--- config.mk ---
export PLATFORM = sky130hd
export DESIGN_NAME = wb_arbiter
export DESIGN_NICKNAME = d
export VERILOG_FILES = /design/src/rtl/wb_pkg.sv /design/src/rtl/wb_fifo.sv /design/src/rtl/wb_arbiter.sv
export SDC_FILE = /design/constraint.sdc
export NUM_CORES = 1
export LEC_CHECK = 0
export ABC_AREA = 1
export CORE_MARGIN = 4
export CORE_UTILIZATION = 45
export DETAILED_ROUTE_END_ITERATION = 8
export PLACE_DENSITY_LB_ADDON = 0.1
export SLEW_MARGIN = 20
export SYNTH_ARGS = -nofsm -noshare
export SYNTH_HDL_FRONTEND = slang
export SYNTH_HIERARCHICAL = 1
export SYNTH_SLANG_ARGS = --single-unit
--- constraint.sdc ---
create_clock -name clock -period 3 [get_ports clock]
set_input_delay 0.3 -clock clock [delete_from_list [all_inputs] [get_ports clock]]
set_output_delay 0.3 -clock clock [all_outputs]
set_load 0.02 [all_outputs]
--- src/rtl/wb_pkg.sv ---
// Shared types and widths for the writeback arbiter.
package wb_pkg;
  localparam int REG_ADDR_W = 5;
  localparam int DATA_W_DEF = 32;

  // One register-file write: destination and value.
  typedef struct packed {
    logic [REG_ADDR_W-1:0] addr;
    logic [DATA_W_DEF-1:0] data;
  } wb_req_t;
endpackage

--- src/rtl/wb_fifo.sv ---
// In-order queue for long-latency results. Push/pop are ignored when
// full/empty; pointers wrap naturally since DEPTH is a power of two.
module wb_fifo
  import wb_pkg::*;
#(
  parameter int  DEPTH = 4,
  parameter type T     = wb_req_t
) (
  input  logic                     clock,
  input  logic                     reset_n,
  input  logic                     push,
  input  logic                     pop,
  input  T                         din,
  output T                         dout,
  output logic                     full,
  output logic                     empty,
  output logic [$clog2(DEPTH):0]   count
);
  localparam int AW = $clog2(DEPTH);
  localparam int CW = AW + 1;

  T              mem_q [DEPTH];
  logic [AW-1:0] wr_q, rd_q;
  logic [CW-1:0] cnt_q;
  logic          do_push, do_pop;

  assign full    = (cnt_q == CW'(DEPTH));
  assign empty   = (cnt_q == '0);
  assign do_push = push && !full;
  assign do_pop  = pop && !empty;
  assign dout    = mem_q[rd_q];
  assign count   = cnt_q;

  // Pointer and occupancy update; simultaneous push/pop leaves count unchanged.
  always_ff @(posedge clock or negedge reset_n) begin
    if (!reset_n) begin
      wr_q  <= '0;
      rd_q  <= '0;
      cnt_q <= '0;
    end else begin
      if (do_push) wr_q <= wr_q + 1'b1;
      if (do_pop)  rd_q <= rd_q + 1'b1;
      case ({do_push, do_pop})
        2'b10:   cnt_q <= cnt_q + 1'b1;
        2'b01:   cnt_q <= cnt_q - 1'b1;
        default: cnt_q <= cnt_q;
      endcase
    end
  end

  // Storage needs no reset: contents are only read behind a valid count.
  always_ff @(posedge clock) begin
    if (do_push) mem_q[wr_q] <= din;
  end
endmodule

--- src/rtl/wb_arbiter.sv ---
// Writeback arbiter: merges single-cycle ALU results and queued
// long-latency results onto one registered register-file write port,
// and keeps a busy scoreboard of outstanding long-latency destinations.
// Optional macro WB_BYPASS_EN: an LU result arriving while the queue is
// empty and the ALU is idle is written directly instead of being queued.
module wb_arbiter
  import wb_pkg::*;
#(
  parameter int FIFO_DEPTH = 4,
  parameter int DATA_W     = DATA_W_DEF
) (
  input  logic                        clock,
  input  logic                        reset_n,
  input  logic                        alu_valid,
  input  logic [REG_ADDR_W-1:0]       alu_reg,
  input  logic [DATA_W-1:0]           alu_data,
  input  logic                        lu_valid,
  input  logic [REG_ADDR_W-1:0]       lu_reg,
  input  logic [DATA_W-1:0]           lu_data,
  output logic                        lu_ready,
  input  logic                        issue_valid,
  input  logic [REG_ADDR_W-1:0]       issue_reg,
  output logic                        RegWrite,
  output logic [REG_ADDR_W-1:0]       WriteReg,
  output logic [DATA_W-1:0]           WriteData,
  output logic [31:0]                 busy,
  output logic [$clog2(FIFO_DEPTH):0] fifo_count
);
  typedef struct packed {
    logic [REG_ADDR_W-1:0] addr;
    logic [DATA_W-1:0]     data;
  } req_t;

  logic                  wr_en_q, wr_en_d;
  logic [REG_ADDR_W-1:0] wr_reg_q, wr_reg_d;
  logic [DATA_W-1:0]     wr_data_q, wr_data_d;
  logic [31:0]           busy_q, busy_d, clr, set;
  logic                  armed_q;  // low until the first edge after reset release
  logic                  alu_el, lu_live, push, pop, byp;
  logic                  fifo_full, fifo_empty;
  req_t                  head, lu_req;

  assign lu_req = '{addr: lu_reg, data: lu_data};

  wb_fifo #(.DEPTH(FIFO_DEPTH), .T(req_t)) u_fifo (
    .clock   (clock),
    .reset_n (reset_n),
    .push    (push),
    .pop     (pop),
    .din     (lu_req),
    .dout    (head),
    .full    (fifo_full),
    .empty   (fifo_empty),
    .count   (fifo_count)
  );

  // Readiness comes from the registered count only: a dequeue in the same
  // cycle does not free a slot for this cycle's offer.
  assign lu_ready = !fifo_full;

  // Write-port source select (ALU > queue head > bypass > idle) and scoreboard next state.
  always_comb begin
    alu_el    = alu_valid && (alu_reg != '0);
    lu_live   = lu_valid && !fifo_full && (lu_reg != '0);
    wr_en_d   = 1'b0;
    wr_reg_d  = wr_reg_q;
    wr_data_d = wr_data_q;
    pop       = 1'b0;
    byp       = 1'b0;
    clr       = '0;
    set       = '0;
    if (armed_q) begin
      if (alu_el) begin
        wr_en_d   = 1'b1;
        wr_reg_d  = alu_reg;
        wr_data_d = alu_data;
      end else if (!fifo_empty) begin
        pop            = 1'b1;
        wr_en_d        = 1'b1;
        wr_reg_d       = head.addr;
        wr_data_d      = head.data;
        clr[head.addr] = 1'b1;
      end
`ifdef WB_BYPASS_EN
      else if (lu_live) begin
        byp         = 1'b1;
        wr_en_d     = 1'b1;
        wr_reg_d    = lu_reg;
        wr_data_d   = lu_data;
        clr[lu_reg] = 1'b1;
      end
`endif
    end
    push = lu_live && !byp;
    if (issue_valid && (issue_reg != '0)) set[issue_reg] = 1'b1;
    // A new issue wins over a retiring write to the same register.
    busy_d = (busy_q & ~clr) | set;
  end

  // Registered write port, scoreboard and post-reset arming flag.
  always_ff @(posedge clock or negedge reset_n) begin
    if (!reset_n) begin
      wr_en_q   <= 1'b0;
      wr_reg_q  <= '0;
      wr_data_q <= '0;
      busy_q    <= '0;
      armed_q   <= 1'b0;
    end else begin
      wr_en_q   <= wr_en_d;
      wr_reg_q  <= wr_reg_d;
      wr_data_q <= wr_data_d;
      busy_q    <= busy_d;
      armed_q   <= 1'b1;
    end
  end

  assign RegWrite  = wr_en_q;
  assign WriteReg  = wr_reg_q;
  assign WriteData = wr_data_q;
  assign busy      = busy_q;
endmodule

==> reports/results.ini <==
[yosys]
syn_area_um2=10000
synth_fp_nets=1089
synth_cells=999
ys_ff_latch=226
yosys.area.top_type=edfxtp_1
synth_edf_count=148
synth_area_leaders=edfxtp_1 (44%), dfrtp_1 (20%), nand2_1 (15%), o211ai_1 (5.6%), inv_1 (4.0%)
yosys.area.top_type_share_pct=44.43
yosysWarnings=6
synth_cell_type_count=27
synth_seq_area_share_pct=63.94
synth.avg_cell_area_um2=10.01
synth.most_common_cell=nand2_1
yosys-top-cells-count=nand2_1 (405), edfxtp_1 (148), inv_1 (107)
synthFlopType=edfxtp_1
async_flop_share_pct=34.51

[status]
status=completed

[clock_network]
cts_root_buffer=clkbuf_16
cts_tree=yes
cts_sinks=226
numCtsBuffers=24
htreeDepth=1
clk_pin_slew_ns=0.06
clkLatencyLatePin_ns=0.51
clock_path_buffers=3
post_cts_resized=0

[global_routing]
antenna_found_initial=0
grt_pass1_wl_um=37960
grt_util_all_layers_pct=19.55
overflow=0
grt_pass1_vias=6940
grt_start_max_net_pins=73

[route]
via_per_inst=4.981
drcViolationCount=0
wl_per_cell_um=16.58
vias=7238
drt_iter0_drc=345
first_pass_iters=5
ant_nets=0
routed_wl_um=24090

[setup_path]
worstReg2RegEnd=u_fifo/count[2]
slowest_delay_ns=0.38
critPathLaunchType=flop
cp.required_ns=3.40
cpMaxStageDelayCell=dfrtp_1
endpoint_kind=flop
path_common_cell=inv_1
crit_type=flop to flop
arrival_ns=2.74
r2r_setup_slack_ns=0.67
path_cells=inv_1, nand3_1, inv_1, inv_1, nand2_2, nor2_1, nand2_1, inv_1, ha_1, inv_1, fa_1, nand2_1, nand3_1, nand2_1, nand2_1
r2r-start=u_fifo/count[0]
cp_max_fo=5
reg2regPathDepth=15

[floorplanning]
dieArea_um2=24680
fp.dieW_um=157.1
chipHeight_um=157.1
pin_count=158
coreArea_um2=21820
initial_utilization_pct=45.84
num_rows=54

[worst_hold_path]
hold_end=u_fifo/rd_q[0]
min_path_cells=6
hold_path_class=primary input to flop
hold_start=alu_valid

[sta]
skew_ns=0.01062
maxSlewViolCount=0
rsz0062_at_grt=no
slew_headroom_pct=41.96
setup_viol=0
worst_slew_pin_slew_ns=0.8705
max_freq_mhz=428.4
holdWs_ns=0.2675
period_needed_ns=2.334
hold_viol=0
finalCritPeriodShare_pct=77.80

[power]
pwr-share-comb_pct=38.8
p_per_area_nw_per_um2=963.8
power.leakage_nw=5.422
seqPwrFrac_pct=38.0
clockPowerShare_pct=23.2
sw_frac_of_total_pct=36.93
internal_power_mw=7.661
p_switching_mw=4.486
p_total_mw=12.15
ir_drop_mv=0.4294

[finish]
fin_nets=1245
fillers=1943
n_antenna_cell=0
drive_above_1_share_pct=6.479
syn_to_final_growth_pct=25.99

[place]
io_buffer_count=157
gp_congestion=0.8358
hpwl_um=15160

[flow_run]
cap_violations=0

critical path, delay by kind of cell (launching register included):
| kind | cells | cell delay [ns] |
|---|---|---|
| AND/OR/NAND/NOR | 8 | 0.79 |
| buffers and inverters | 5 | 0.51 |
| adder cells (fa/ha/maj) | 2 | 0.55 |
| flip-flops | 1 | 0.38 |
cell type report:
class	count	area, µm²	share of cell area [%]
multi-input cells	613	2887	22.90
clock buffers	33	665.6	5.281
repair buffers	176	1792	14.22
flip-flops and latches	226	6396	50.75
inverters	114	430.4	3.415
clock inverters	11	82.58	0.6552
well taps	280	350.3	2.780
stage by stage:
step	instance area (µm²)	std cells	setup WS [ns]	setup TNS [ns]	util, %
after floorplan	10000	999	-0.2486	-36.79	-
final	12600	1453	0.6660	0	57.75
after global placement	11820	1407	0.5048	0	54.15
after global routing	12600	1453	0.4190	0	57.75
after CTS	12580	1452	0.6356	0	57.63
after detailed placement	11820	1407	0.4450	0	54.15
metal layers:
metal	up-vias	part of all wire, %	GRT usage (%)
met1	3402	45	27.82
met3	29	7.2	3.464
li1	3609	-	-
met2	198	46	31.83
met4	0	1.5	4.302
met5	-	0	0
cell families after synthesis:
| logic type | Yosys count | synth area share [%] |
|---|---|---|
| AND/OR/NAND/NOR | 496 | 20.19 |
| flip-flops | 226 | 63.94 |
| buffers and inverters | 160 | 7.580 |
| AO/OA/AOI/OAI | 109 | 7.342 |
| adder cells (fa/ha/maj) | 6 | 0.8255 |
| XOR/XNOR | 1 | 0.08757 |
| other | 1 | 0.03749 |
how the worst max path moves through the flow:
| stage | to | slack, ns | startpoint |
|---|---|---|---|
| floorplan | u_fifo/mem_q[0][0] | -0.25 | u_fifo/count[0] |
| global placement | u_fifo/count[2] | 0.50 | alu_reg[1] |
| detailed placement | u_fifo/count[2] | 0.44 | alu_reg[3] |
| CTS | u_fifo/count[2] | 0.64 | u_fifo/count[0] |
| global route | busy[5] | 0.42 | u_fifo/rd_q[1] |
| finish | u_fifo/count[2] | 0.67 | u_fifo/count[0] |
cell usage in the layout, fill, tap and decap left out, types with 4 or more instances in the layout:
cell | Yosys | routed
buf_4 | 1 | 13
inv_2 | 7 | 6
o211ai_1 | 74 | 74
nor3_1 | 10 | 10
nand3_1 | 55 | 55
dfrtp_1 | 78 | 78
clkbuf_1 | 9 | 7
clkbuf_16 | 0 | 25
o21ai_1 | 33 | 33
nor2_1 | 12 | 8
nand4_1 | 4 | 4
edfxtp_1 | 148 | 148
inv_1 | 107 | 107
buf_12 | 0 | 5
ha_1 | 5 | 5
clkinv_2 | 0 | 5
nand2_1 | 405 | 405
clkdlybuf4s50_1 | 0 | 155
nor2_4 | 0 | 4
what timing repair did:
action | 4_1_cts | 5_1_grt
endpoints found under the hold margin | 56 | 0
hold buffers | 1 | 0
buffers inserted | 0 | 0
power by group through the flow:
stage	logic, mW	registers (mW)	clock network [mW]
after floorplan	2.37	5.20	0
after global placement	4.69	4.66	0
after detailed placement	4.74	4.68	0
after CTS	4.76	4.63	2.89
after global routing	5.23	4.71	3.04
final	4.71	4.62	2.82
flip-flops by register name, summed over array words and instances, names as in the netlist:
name,flops
u_fifo/mem_q,148
WriteData,32
busy,32
WriteReg,5
u_fifo/count,3
u_fifo/rd_q,2
u_fifo/wr_q,2
RegWrite,1
armed_q,1
Power figures use the tool's default switching activity.
